`src/rtl/alarm_bank_if.sv`:
```
// Bus bundle between the alarm bank and its surroundings: time inputs, front-panel/UART
// programming, ring control and readback. The master side drives programming and control.
interface alarm_bank_if #(
    parameter int IDX_W = 2
);
    logic             tick_1hz;
    logic [6:0]       Sec_in;
    logic [6:0]       Min_in;
    logic [6:0]       Hour_in;
    logic             set;
    logic [IDX_W-1:0] sel;
    logic             Less_in;
    logic             Middle_in;
    logic             Big_in;
    logic             en_toggle;
    logic             uart_sign;
    logic [6:0]       Less_uart;
    logic [6:0]       Middle_uart;
    logic [6:0]       Big_uart;
    logic             snooze;
    logic             stop;
    logic             music_out;
    logic [IDX_W-1:0] ring_id;
    logic             snoozed;
    logic [6:0]       Sec;
    logic [6:0]       Min;
    logic [6:0]       Hour;
    logic             en_out;

    modport master (
        output tick_1hz, Sec_in, Min_in, Hour_in, set, sel,
               Less_in, Middle_in, Big_in, en_toggle,
               uart_sign, Less_uart, Middle_uart, Big_uart, snooze, stop,
        input  music_out, ring_id, snoozed, Sec, Min, Hour, en_out
    );

    modport slave (
        input  tick_1hz, Sec_in, Min_in, Hour_in, set, sel,
               Less_in, Middle_in, Big_in, en_toggle,
               uart_sign, Less_uart, Middle_uart, Big_uart, snooze, stop,
        output music_out, ring_id, snoozed, Sec, Min, Hour, en_out
    );
endinterface

```
`src/rtl/alarm_bank.sv`:
```
// Multi-channel alarm: per-channel programmable time/enable, once-per-second match,
// ring with auto-timeout, snooze and stop.
module alarm_bank #(
    parameter int N_ALARM     = 4,
    parameter int IDX_W       = 2,
    parameter int RING_SECS   = 60,
    parameter int SNOOZE_SECS = 300
) (
    input  logic         clk,
    input  logic         reset,
    alarm_bank_if.slave  bus
);

    localparam logic [1:0] IDLE    = 2'd0;
    localparam logic [1:0] RINGING = 2'd1;
    localparam logic [1:0] SNOOZED = 2'd2;

    localparam logic [7:0] RING_INIT = 8'(RING_SECS);
    localparam logic [9:0] SNZ_INIT  = 10'(SNOOZE_SECS);

    logic [6:0]         sec_q  [N_ALARM];
    logic [6:0]         min_q  [N_ALARM];
    logic [6:0]         hour_q [N_ALARM];
    logic [N_ALARM-1:0] en_q;

    logic [1:0]       state_q, state_d;
    logic [7:0]       ring_cnt_q, ring_cnt_d;
    logic [9:0]       snz_cnt_q, snz_cnt_d;
    logic [IDX_W-1:0] ring_id_q, ring_id_d;
    logic             music_q, snoozed_q;

    logic             sel_ok, prog, uart_ok, btn_one;
    logic             match_hit;
    logic [IDX_W-1:0] match_idx;

    assign sel_ok  = int'(bus.sel) < N_ALARM;
    assign prog    = bus.set && sel_ok;
    assign uart_ok = (bus.Less_uart <= 7'd59) && (bus.Middle_uart <= 7'd59) &&
                     (bus.Big_uart <= 7'd23);
    assign btn_one = $onehot({bus.Less_in, bus.Middle_in, bus.Big_in});

    // NOTE: the channel table is a handful of flops, so it takes the async reset like
    // any other state; a true RAM would be left unreset and cleared by logic instead.
    always_ff @(posedge clk or negedge reset) begin
        if (!reset) begin
            for (int i = 0; i < N_ALARM; i++) begin
                sec_q[i]  <= '0;
                min_q[i]  <= '0;
                hour_q[i] <= '0;
            end
            en_q <= '0;
        end else if (prog) begin
            if (bus.uart_sign) begin
                if (uart_ok) begin
                    sec_q[bus.sel]  <= bus.Less_uart;
                    min_q[bus.sel]  <= bus.Middle_uart;
                    hour_q[bus.sel] <= bus.Big_uart;
                end
            end else if (btn_one) begin
                if (bus.Less_in)
                    sec_q[bus.sel] <= (sec_q[bus.sel] == 7'd59) ? '0 : sec_q[bus.sel] + 7'd1;
                if (bus.Middle_in)
                    min_q[bus.sel] <= (min_q[bus.sel] == 7'd59) ? '0 : min_q[bus.sel] + 7'd1;
                if (bus.Big_in)
                    hour_q[bus.sel] <= (hour_q[bus.sel] == 7'd23) ? '0 : hour_q[bus.sel] + 7'd1;
            end
            if (bus.en_toggle) en_q[bus.sel] <= ~en_q[bus.sel];
        end
    end

    assign bus.Sec    = sel_ok ? sec_q[bus.sel]  : '0;
    assign bus.Min    = sel_ok ? min_q[bus.sel]  : '0;
    assign bus.Hour   = sel_ok ? hour_q[bus.sel] : '0;
    assign bus.en_out = sel_ok && en_q[bus.sel];

    // Scan downwards so the lowest matching channel is the one left in match_idx.
    always_comb begin
        match_hit = 1'b0;
        match_idx = '0;
        for (int k = N_ALARM - 1; k >= 0; k--) begin
            if (en_q[k] && sec_q[k] == bus.Sec_in && min_q[k] == bus.Min_in &&
                hour_q[k] == bus.Hour_in) begin
                match_hit = 1'b1;
                match_idx = IDX_W'(k);
            end
        end
    end

    // NOTE: every next-state value gets a default first so no path leaves it unassigned
    // and no latch is inferred.
    always_comb begin
        state_d    = state_q;
        ring_cnt_d = ring_cnt_q;
        snz_cnt_d  = snz_cnt_q;
        ring_id_d  = ring_id_q;
        case (state_q)
            IDLE: begin
                if (bus.tick_1hz && match_hit) begin
                    state_d    = RINGING;
                    ring_id_d  = match_idx;
                    ring_cnt_d = RING_INIT;
                end
            end
            RINGING: begin
                if (bus.stop) begin
                    state_d    = IDLE;
                    ring_cnt_d = '0;
                end else if (bus.snooze) begin
                    state_d    = SNOOZED;
                    ring_cnt_d = '0;
                    snz_cnt_d  = SNZ_INIT;
                end else if (bus.tick_1hz) begin
                    ring_cnt_d = ring_cnt_q - 8'd1;
                    if (ring_cnt_d == '0) state_d = IDLE;
                end
            end
            SNOOZED: begin
                if (bus.stop) begin
                    state_d   = IDLE;
                    snz_cnt_d = '0;
                end else if (bus.tick_1hz) begin
                    snz_cnt_d = snz_cnt_q - 10'd1;
                    if (snz_cnt_d == '0) begin
                        state_d    = RINGING;
                        ring_cnt_d = RING_INIT;
                    end
                end
            end
            default: state_d = IDLE;
        endcase
    end

    // NOTE: state registers use non-blocking assignments so all flops update together
    // from values sampled before the edge.
    always_ff @(posedge clk or negedge reset) begin
        if (!reset) begin
            state_q    <= IDLE;
            ring_cnt_q <= '0;
            snz_cnt_q  <= '0;
            ring_id_q  <= '0;
            music_q    <= 1'b0;
            snoozed_q  <= 1'b0;
        end else begin
            state_q    <= state_d;
            ring_cnt_q <= ring_cnt_d;
            snz_cnt_q  <= snz_cnt_d;
            ring_id_q  <= ring_id_d;
            music_q    <= (state_d == RINGING);
            snoozed_q  <= (state_d == SNOOZED);
        end
    end

    assign bus.music_out = music_q;
    assign bus.snoozed   = snoozed_q;
    assign bus.ring_id   = ring_id_q;

endmodule

```
`src/flat_wrapper.sv`:
```
// flat-port wrapper written by rule: the top's interface ports become plain ports
module alarm_bank_flat 
#(
    parameter int N_ALARM     = 4,
    parameter int IDX_W       = 2,
    parameter int RING_SECS   = 60,
    parameter int SNOOZE_SECS = 300
)
  (clk, reset, bus_tick_1hz, bus_Sec_in, bus_Min_in, bus_Hour_in, bus_set, bus_sel, bus_Less_in, bus_Middle_in, bus_Big_in, bus_en_toggle, bus_uart_sign, bus_Less_uart, bus_Middle_uart, bus_Big_uart, bus_snooze, bus_stop, bus_music_out, bus_ring_id, bus_snoozed, bus_Sec, bus_Min, bus_Hour, bus_en_out);
  alarm_bank_if #(.IDX_W(IDX_W)) bus_i ();
  input  logic clk;
  input  logic reset;
  input wire logic [$bits(bus_i.tick_1hz)-1:0] bus_tick_1hz;
  input wire logic [$bits(bus_i.Sec_in)-1:0] bus_Sec_in;
  input wire logic [$bits(bus_i.Min_in)-1:0] bus_Min_in;
  input wire logic [$bits(bus_i.Hour_in)-1:0] bus_Hour_in;
  input wire logic [$bits(bus_i.set)-1:0] bus_set;
  input wire logic [$bits(bus_i.sel)-1:0] bus_sel;
  input wire logic [$bits(bus_i.Less_in)-1:0] bus_Less_in;
  input wire logic [$bits(bus_i.Middle_in)-1:0] bus_Middle_in;
  input wire logic [$bits(bus_i.Big_in)-1:0] bus_Big_in;
  input wire logic [$bits(bus_i.en_toggle)-1:0] bus_en_toggle;
  input wire logic [$bits(bus_i.uart_sign)-1:0] bus_uart_sign;
  input wire logic [$bits(bus_i.Less_uart)-1:0] bus_Less_uart;
  input wire logic [$bits(bus_i.Middle_uart)-1:0] bus_Middle_uart;
  input wire logic [$bits(bus_i.Big_uart)-1:0] bus_Big_uart;
  input wire logic [$bits(bus_i.snooze)-1:0] bus_snooze;
  input wire logic [$bits(bus_i.stop)-1:0] bus_stop;
  output wire logic [$bits(bus_i.music_out)-1:0] bus_music_out;
  output wire logic [$bits(bus_i.ring_id)-1:0] bus_ring_id;
  output wire logic [$bits(bus_i.snoozed)-1:0] bus_snoozed;
  output wire logic [$bits(bus_i.Sec)-1:0] bus_Sec;
  output wire logic [$bits(bus_i.Min)-1:0] bus_Min;
  output wire logic [$bits(bus_i.Hour)-1:0] bus_Hour;
  output wire logic [$bits(bus_i.en_out)-1:0] bus_en_out;
  assign bus_i.tick_1hz = bus_tick_1hz;
  assign bus_i.Sec_in = bus_Sec_in;
  assign bus_i.Min_in = bus_Min_in;
  assign bus_i.Hour_in = bus_Hour_in;
  assign bus_i.set = bus_set;
  assign bus_i.sel = bus_sel;
  assign bus_i.Less_in = bus_Less_in;
  assign bus_i.Middle_in = bus_Middle_in;
  assign bus_i.Big_in = bus_Big_in;
  assign bus_i.en_toggle = bus_en_toggle;
  assign bus_i.uart_sign = bus_uart_sign;
  assign bus_i.Less_uart = bus_Less_uart;
  assign bus_i.Middle_uart = bus_Middle_uart;
  assign bus_i.Big_uart = bus_Big_uart;
  assign bus_i.snooze = bus_snooze;
  assign bus_i.stop = bus_stop;
  assign bus_music_out = bus_i.music_out;
  assign bus_ring_id = bus_i.ring_id;
  assign bus_snoozed = bus_i.snoozed;
  assign bus_Sec = bus_i.Sec;
  assign bus_Min = bus_i.Min;
  assign bus_Hour = bus_i.Hour;
  assign bus_en_out = bus_i.en_out;
  alarm_bank #(.N_ALARM(N_ALARM), .IDX_W(IDX_W), .RING_SECS(RING_SECS), .SNOOZE_SECS(SNOOZE_SECS)) u_core (.clk(clk), .reset(reset), .bus(bus_i));
endmodule
```
`config.mk`:
```
export PLATFORM = sky130hd
export DESIGN_NAME = alarm_bank_flat
export DESIGN_NICKNAME = d
export VERILOG_FILES = /design/src/rtl/alarm_bank_if.sv /design/src/rtl/alarm_bank.sv /design/src/flat_wrapper.sv
export SDC_FILE = /design/constraint.sdc
export NUM_CORES = 1
export LEC_CHECK = 0
export ABC_AREA = 1
export CAP_MARGIN = 20
export CORE_MARGIN = 3
export CORE_UTILIZATION = 33
export DETAILED_ROUTE_END_ITERATION = 7
export MAX_ROUTING_LAYER = met4
export SETUP_SLACK_MARGIN = 0.2
export SKIP_CTS_REPAIR_TIMING = 1
export SLEW_MARGIN = 5
export SYNTH_ARGS = -nofsm -noshare
export SYNTH_HDL_FRONTEND = slang
export SYNTH_SLANG_ARGS = --single-unit
```
`constraint.sdc`:
```
create_clock -name clk -period 2.5 [get_ports clk]
set_clock_uncertainty 0.1 [all_clocks]
set_input_delay 0.5 -clock clk [delete_from_list [all_inputs] [get_ports clk]]
set_output_delay 0.5 -clock clk [all_outputs]
set_load 0.02 [all_outputs]
```
==> results.md <==
- Top cell type's share of synthesized area: 0.354
- Sw frac: 0.402
- Dpl hpwl: about 20 mm
- CP required: about 2.7 ns
- Startpoint types: primary input
- Vias in the first global route: around 7700
- Area of the core: 23500 um^2
- Final worst path period need: approximately 2.3 ns
- Clock power share: 0.224
- Die area: about 26000 um^2
- Post-place setup slack: -0.598 ns
- GR Util All Layers: 0.206
- #FFs+latches synth: roughly 110
- Cells after synthesis: ~1200
- WHS: 0.390 ns
- Storage cell area: 2800 um^2
- Mean Syn Cell Area: ~6.5 um^2
- Top cells by area, synth: dfrtp_1, nand2_1, inv_1
- CTS max path bufs: 2
- Lkg Pwr: 0.00554 uW
- Worst-path fanout max: 5
- Placed Cells: around 1700
- Area leader, netlist: dfrtp_1
- Post-Layout Cell Count: 1730
- PwrDens: 645 nW/um^2
- TritonRoute pass-1 iters: 5
- Reg2Reg Depth: 12
- CTS H-Tree Depth: 3
- Chip width: about 160 um
- Final global-route overflow total: 0
- Sw Pwr: between 2000 and 3000 uW
- Max-Cap Viols: 0
- Crit path DAT: around 2.4 ns
- Slew headroom: 0.780
- Sequential area share after synthesis: 0.354
- Maximum vdd ir drop: between 300 and 400 uV
- Final Util: 0.445
- Share of cells above drive strength 1: 0.189
- GPL Wtd Cong: a little over 0.9
- Final instance area: ~10000 um^2
- DRC Markers: 0
- Setup crit start: bus_Middle_uart[6]
- WL final: approximately 26 mm
- Setup WS post-layout: 0.247 ns
- Clk_lat worst skew: 0.37 ns
- Via density: ~4.7
- Starting Density: 0.336
- Clock root buffer: clkbuf_16
- Combinational share of power: 0.388
- Clock sink count: 112
- Worst-margin pin slew: 0.329 ns
- Worst Hold Class: flop to flop
- Synth warn: 0
- Buffers added on ports: 80
- Wirelength per Cell: between 10 and 15 um
- Worst reg2reg startpoint: u_core.snz_cnt_q[0]
- CP Capture Point: u_core.sec_q[21]
- Internal power of the cells: about 4000 uW
- ANT nets after route: 0
- Die Y: 161 um
- Io pins: 81
- Distinct cells, synth: 45
- Final setup fails: 0
- Placed cell areas: 9960 um^2
- Syn-to-layout area delta: 32.2%
- RR Endpoint: u_core.ring_cnt_q[7]
- First-pass GRT wire length: a little over 40 mm
- # rows: between 50 and 60
- R2R Setup Slk: roughly 0.40 ns
- Kind of critical path: primary input to flop
- 1st-iter DRT viols: roughly 600
- Worst setup EP type: flop
- Post-Syn Area: 7920 um^2
- CTS tree: yes
- FMAX: approximately 440 MHz
- Largest net degree at the start of global routing: 56
- Final Cycle Share: 0.901
- Status: finished clean
- Post-synth net total: roughly 1300
- Nets: 1469
- Multi-input combinational cell area: 4450 um^2
- DR vias: about 8200
- Clock slew at reported path FFs: about 0.09 ns
- RSZ-0062 raised after global routing: true
- Flop pwr share: 0.387
- Hold Fails Final Rpt: 0
- Filler Cells Inserted: 2501
- CTS Buf Count: 9
- # diodes: 0
- Initial antenna violation count: 0
- Fin. max-slew vios: 0
[sequential cells by signal (all words and copies together) (netlist names)]
name	cells
u_core.hour_q	28
u_core.min_q	28
u_core.sec_q	28
u_core.snz_cnt_q	10
u_core.ring_cnt_q	8
u_core.en_q	4
u_core.bus.ring_id	2
u_core.state_q	2
u_core.bus.music_out	1
u_core.bus.snoozed	1
[critical path: stages]
cell and delay (ns):
clkdlybuf4s50_1 0.54, nor3_2 0.31, nand4_1 0.12, buf_4 0.17, nand2_2 0.10, nand2_8 0.09
buf_4 0.15, nor2_4 0.15, buf_6 0.14, nand3_1 0.07, o21ai_0 0.09
[cell type report]
cell class,count,share of cell area
timing repair buffer,196,0.178
sequential,112,0.268
clock inverter,6,0.00562
tap,319,0.0381
multi-input combinational,914,0.425
inverter,173,0.0629
clock buffer,10,0.0228
[per-layer routing]
| layer | vias up | part of all wire | track usage |
|---|---|---|---|
| li1 | 4140 | - | - |
| met1 | 3815 | 0.46 | 0.277 |
| met2 | 219 | 0.47 | 0.329 |
| met3 | 36 | 0.051 | 0.0276 |
| met4 | 0 | 0.021 | 0.0548 |
| met5 | - | 0 | - |
[cell usage in the layout, fill, tap and decap left out, drive strengths merged, types with 2 or more instances in the layout]
master,count
clkdlybuf4s50,37
dfrtp,112
a31oi,4
xnor2,2
nand4,17
dlymetal6s2s,30
nor3,10
xor2,19
nand3,53
o21bai,2
o21ai,91
nor2,154
clkinvlp,2
a21oi,12
clkbuf,18
inv,176
o22ai,16
or2,3
buf,120
o31ai,2
a22oi,5
ha,7
nand2,512
[power by group through the flow]
stage | registers (uW) | logic (uW) | clock network (uW)
after CTS | 2610 | 2630 | 1540
after detailed placement | 2630 | 2620 | 0
after global placement | 2640 | 2590 | 0
after global routing | 2670 | 2950 | 1600
final | 2620 | 2620 | 1510
after floorplan | 2520 | 1640 | 0
[cell families (layout without fill, tap and decap cells)]
group,count (synthesis),after routing,synth area share
compound gates,135,135,0.105
buf+inv,186,385,0.0970
fa+ha+maj,8,8,0.0136
simple gates,750,750,0.407
flops,112,112,0.354
xor+xnor,21,21,0.0232
[worst min-delay path by stage]
stage	from	endpoint	slack, ns	cells past startpoint
detailed placement	reset	u_core.bus.ring_id[0]	0.31	1
global placement	reset	u_core.bus.ring_id[1]	0.31	1
CTS	reset	u_core.bus.ring_id[0]	-0.08	1
floorplan	reset	u_core.bus.music_out	0.10	0
global route	u_core.min_q[4]	u_core.min_q[4]	0.42	2
finish	u_core.hour_q[24]	u_core.hour_q[24]	0.39	2
[stage by stage]
step | power [uW] | TNS, ns
6_report | 6750 | 0
5_1_grt | 7230 | 0
4_1_cts | 6780 | -18.27
3_5_place_dp | 5250 | -50.66
3_3_place_gp | 5220 | -44.61
2_1_floorplan | 4160 | 0
[synthesized netlist by cell type, drive strengths merged]
library cell / number
nand3: 53
nor2: 154
dfrtp: 112
xor2: 19
a22oi: 5
o2111ai: 1
o21ai: 91
a21oi: 12
inv: 172
a21boi: 1
nand2: 512
o21a: 1
o31ai: 2
nand3b: 1
fa: 1
or2: 3
nor3: 10
buf: 11
o22ai: 16
nand4: 17
o21bai: 2
clkbuf: 2
ha: 7
a31oi: 4
xnor2: 2
clkinv: 1
(Power assumes the default switching activity.)
==> RTL edit 1 (config.mk and constraints unchanged) <==
`IDX_W` is set to 2 in 3 places; all go to 3.
--- a/src/rtl/alarm_bank_if.sv
+++ b/src/rtl/alarm_bank_if.sv
@@ -3,3 +3,3 @@
 interface alarm_bank_if #(
-    parameter int IDX_W = 2
+    parameter int IDX_W = 3
 );
--- a/src/rtl/alarm_bank.sv
+++ b/src/rtl/alarm_bank.sv
@@ -4,3 +4,3 @@
     parameter int N_ALARM     = 4,
-    parameter int IDX_W       = 2,
+    parameter int IDX_W       = 3,
     parameter int RING_SECS   = 60,
--- a/src/flat_wrapper.sv
+++ b/src/flat_wrapper.sv
@@ -4,3 +4,3 @@
     parameter int N_ALARM     = 4,
-    parameter int IDX_W       = 2,
+    parameter int IDX_W       = 3,
     parameter int RING_SECS   = 60,
Interface: changed (resized bus_ring_id and bus_sel); port bits go from 81 to 83. The function was not compared with the original's and may differ.
==> RTL edit 1 against the unedited design <==
Sequential cell count stayed put; synthesized area fell by 1.3%; highest routed layer unchanged; worst setup slack lost 0.13 ns; total power is 20% lower; utilization increased by 3.7 points; routed wire length grew 11%; cell area increased by 5.4%; count of clock-buffer cells in the layout unchanged; cell count rose by 4.3%; critical endpoint is now bus_Hour[0]; via count increased by 5.9%; sequential share of layout area down 1.4 points; largest cell class unchanged.
==> RTL edit 1: results (changes against the unedited design) <==
* Ant diodes at 0 (unchanged)
* Post-Layout Cell Count at 1804 (+4.3%)
* DRT Pass-1 Iters at 5 (unchanged)
* Clk_lat worst skew at ~0.38 ns
* Reg clk slew, reported paths at about 0.080 ns
* Status: completed
* Synth unique cells at 40 (-11%)
* # nets final at 1550 (+5.5%)
* Filler Cells Inserted at 2321 (-7.2%)
* Leak at 0.00565 uW (+1.9%)
* Mean Syn Cell Area at 6.17 um^2 (-5.5%)
* GPL Wtd Cong at 0.978 (+5.6%)
* Pin count of the biggest net entering global routing at 44 (-21%)
* Max clock buf depth at 2 (unchanged)
* FFs w/ async S/R, synth at 1.00 (unchanged)
* Synthesis Warnings at 0 (unchanged)
* All-Layer GR Usage at 0.224 (+0.0183)
* Worst IR drop on VDD at 0.000267 V (-21%)
* Clk Tree Root Cell: clkbuf_16
* Initial antenna violation count at 0 (unchanged)
* IO Port Bufs at 81 (+1.3%)
* H-Tree Depth at 3 (unchanged)
* Post-DP HPWL at 21.5 mm (+7.6%)
* Fraction of layout instances using a drive strength above 1 at 0.227 (+0.0381)
* Worst R2R Start: u_core.snz_cnt_q[0]
* Hold Path Origin: u_core.ring_cnt_q[7]
* Slowest-stage cell, CP: nand3b_1
* Top post-synthesis cells by area: dfrtp_1, nand2_1, nor2_1
* Crit-path max FO at 6 (+1)
* Synth cell count leaders: nand2_1, nor2_1, inv_1
* Drt first-iter violations at 602 (-0.33%)
* TritonCTS Buffers at 9 (unchanged)
* Crit-path max cell delay at 0.20 ns (-0.34 ns)
* Vias per std cell at 4.82 (+1.5%)
* HP Class: register to register
* CP arrival at 1.78 ns (-0.65 ns)
* Syn nets at 1329 (+4.2%)
* CP Launch Point: bus_sel[0]
* Biggest regs: u_core.hour_q: 28 flops, u_core.min_q: 28 flops, u_core.sec_q: 28 flops
* First-pass GRT wire length at 44.1 mm (+7.5%)
* Number of global-route vias before repair at 8127 (+4.9%)
* Drt total wl at 28.7 mm (+11%)
* Sequential area share after synthesis at 0.359 (+0.00482)
* Worst-margin pin slew at 0.563 ns (+0.233 ns)
-- RTL edit 1: changes by cell type after synthesis, sizes merged, moves of 4 or more --
| cell | unedited run | this run |
|---|---|---|
| nor2 | 154 | 192 |
| nand3 | 53 | 77 |
| o22ai | 16 | 25 |
| clkbuf | 2 | 10 |
| nand2 | 512 | 504 |
| nor3 | 10 | 5 |
| a31oi | 4 | 0 |
| nand4 | 17 | 13 |
| xnor2 | 2 | 6 |
| xor2 | 19 | 15 |
-- RTL edit 1: layer usage --
layer / GRT usage / vias up / part of all wire
met4: 0.0540 / 0 / 0.021
li1: - / 4378 / -
met5: - / - / 0
met1: 0.311 / 4005 / 0.47
met2: 0.344 / 263 / 0.45
met3: 0.0368 / 46 / 0.059
-- RTL edit 1: worst paths after layout --
kind | to | slack (ns) | depth (start not counted)
min in group asynchronous | u_core.sec_q[26] | 0.53 | 2
worst max register to register | u_core.ring_cnt_q[5] | 0.39 | 12
worst max-delay path | bus_Hour[0] | 0.12 | 9
worst min-delay path | u_core.ring_cnt_q[7] | 0.40 | 2
worst min register to register | u_core.ring_cnt_q[7] | 0.40 | 2
max in group asynchronous | u_core.hour_q[24] | 1.15 | 3
-- RTL edit 1: through the flow --
step / worst slack (ns) / cell area [um^2] / TNS [ns]
2_1_floorplan: 0.166 / 7840 / 0
3_3_place_gp: -0.759 / 10000 / -67.17
3_5_place_dp: -0.867 / 10000 / -74.96
4_1_cts: -0.884 / 10300 / -41.88
5_1_grt: -0.0105 / 11000 / -0.0105
6_report: 0.120 / 11000 / 0
-- RTL edit 1: worst max-delay path: cells and delay by family --
family          cells  cell delay (ns)
compound gates      1             0.14
buf+inv             5             0.60
simple gates        3             0.53
-- RTL edit 1: cells by family after synthesis --
family,count (synthesis),share of synthesized area
compound gates,132,0.0932
mux,1,0.00144
fa+ha+maj,8,0.0138
buf+inv,189,0.0955
xor+xnor,21,0.0235
simple gates,801,0.413
flops,112,0.359
other cells,1,0.000480
-- RTL edit 1: where the power goes --
group	internal (uW)	total [uW]	leakage (uW)	switching, uW
registers	2030	2210	0.00140	184
logic	705	1700	0.00411	993
clock network	712	1470	0.000144	754
total	3450	5380	0.00565	1930
-- RTL edit 1: cell type report --
| cell class | count | area (um^2) | area share |
|---|---|---|---|
| repair buffers | 227 | 2060 | 0.187 |
| flip-flops and latches | 112 | 2800 | 0.254 |
| clock inverters | 6 | 43.8 | 0.00397 |
| repair inverters | 1 | 8.76 | 0.000794 |
| well taps | 313 | 392 | 0.0355 |
| inverters | 171 | 659 | 0.0598 |
| clock buffers | 10 | 239 | 0.0217 |
| multi-input cells | 964 | 4830 | 0.438 |
==> RTL edit 2 (same flow settings) <==
Made on the original files. Make the reset (`reset`) synchronous in 2 clocked blocks. Comments in the files are not updated.
--- a/src/rtl/alarm_bank.sv
+++ b/src/rtl/alarm_bank.sv
@@ -43,3 +43,3 @@
     // any other state; a true RAM would be left unreset and cleared by logic instead.
-    always_ff @(posedge clk or negedge reset) begin
+    always_ff @(posedge clk) begin
         if (!reset) begin
@@ -134,3 +134,3 @@
     // from values sampled before the edge.
-    always_ff @(posedge clk or negedge reset) begin
+    always_ff @(posedge clk) begin
         if (!reset) begin
Formal check against the unedited RTL: not equivalent (a bounded check fails within 4 cycles, from zero or initial values and one cycle with reset low; the reset may be asserted at any time).
==> RTL edit 2 against the unedited design <==
Die area up 0.26%; maximum frequency down 2.0%; worst hold slack worse by 0.011 ns; cell area up 9.0%; routed wire length up 18%; non-clock buffer count up 46; synthesized area up 0.27%; first-iteration DRC count up 41%; cell count up 2.3%; sequential cell count unchanged; worst setup slack worse by 0.047 ns; highest routed layer unchanged.
Power is not compared: it rests on default switching activity, and its combinational part moved more than twofold at a synthesized area within 25%.
==> RTL edit 2: results (changes against the unedited design) <==
* FF-to-FF setup slack at 0.38 ns (-0.02 ns)
* Sequential area share after synthesis at 0.388 (+0.0344)
* Drt total wl at 30.3 mm (+18%)
* Clk Tree Root Cell: clkbuf_16
* R2r worst-path depth at 11 (-1)
* Reg clk slew, reported paths at 0.07 ns (-0.02 ns)
* Status: completed
* Capture point of the critical path: bus_Hour[4]
* Synth cell count leaders: nand2_1, inv_1, nor2_1
* CP arrival at 1.70 ns (-0.73 ns)
* RR Endpoint: u_core.min_q[0][2]
* # nets final at 1508 (+2.7%)
* Drt first-iter violations at 854 (+41%)
* Fraction of layout instances using a drive strength above 1 at 0.234 (+0.0446)
* DRT Pass-1 Iters at 6 (+1)
* Top post-synthesis cells by area: edfxtp_1, nand2_1, inv_1
* First-pass GRT wire length at 45.5 mm (+11%)
* Post-synth top flop: edfxtp_1
* All-Layer GR Usage at 0.235 (+0.0292)
* Synth unique cells at 37 (-18%)
* Worst Hold Slack at 0.380 ns (-0.0108 ns)
* Pin count of the biggest net entering global routing at 29 (-48%)
* Hold worst-path end: u_core.snz_cnt_q[1]
* Vias per std cell at 4.90 (+3.2%)
* GPL Wtd Cong at 0.989 (+6.8%)
* FFs w/ async S/R, synth at 0 (-1.00)
* Pre-CTS setup slack at -0.699 ns (-0.101 ns)
* Post-DP HPWL at 24.8 mm (+24%)
* Hold Path Origin: u_core.snz_cnt_q[1]
* Syn nets at 1274 (-0.078%)
* Worst-margin pin slew at 0.488 ns (+0.159 ns)
* Worst R2R Start: u_core.min_q[2][1]
* Post-synth EDFFs at 84 (+84)
* Worst hold path cell count at 2 (unchanged)
* Number of global-route vias before repair at 8177 (+5.6%)
* CP Launch Point: bus_sel[0]
* Minimum clock period after layout at 2.30 ns (+0.0471 ns)
-- RTL edit 2: cell types whose count changed after synthesis, moves of 37 or more --
cell      unedited run  this run
nand2_1            492       416
dfrtp_1            112         0
edfxtp_1             0        84
nor2_1             126       174
a21oi_1              9        95
o21ai_0             65        28
-- RTL edit 2: cell families (layout without fill, tap and decap cells) --
kind of cell | after synthesis | count (layout) | share of synthesized area
buffers and inverters | 199 | 438 | 0.0955
XOR/XNOR | 26 | 26 | 0.0287
AO/OA/AOI/OAI | 155 | 155 | 0.107
AND/OR/NAND/NOR | 711 | 711 | 0.366
flip-flops | 112 | 112 | 0.388
adder cells (fa/ha/maj) | 8 | 8 | 0.0136
-- RTL edit 2: critical path: stages --
cell,delay (ns)
buf_4,0.14
inv_2,0.07
nor2_2,0.04
buf_6,0.14
buf_4,0.15
buf_4,0.13
nand2_1,0.05
nand2_1,0.06
nor3_2,0.17
inv_1,0.05
dlymetal6s2s_1,0.21
-- RTL edit 2: final cells by class --
cell class              count  area, um^2
fillers                  2451       12100
multi-input cells         900        4720
flip-flops and latches    112        3090
repair buffers            242        2210
inverters                 180         689
well taps                 319         399
clock buffers               9         225
clock inverters             7        80.1
-- RTL edit 2: through the flow --
step	power (uW)	std cells	setup TNS (ns)	cell area, um^2
final	4860	1769	0	11400
after global routing	5040	1769	0	11400
after CTS	4780	1759	-34.43	10700
after detailed placement	3280	1743	-99.80	10400
after global placement	3280	1743	-92.84	10400
after floorplan	2680	1211	0	8110
-- RTL edit 2: metal layers --
metal / track usage / vias to the layer above / wire length, um
met5: - / - / 0
met4: 0.0845 / 0 / 1000
met3: 0.0346 / 59 / 1560
met2: 0.378 / 250 / 14300
met1: 0.303 / 4001 / 13400
li1: - / 4351 / -
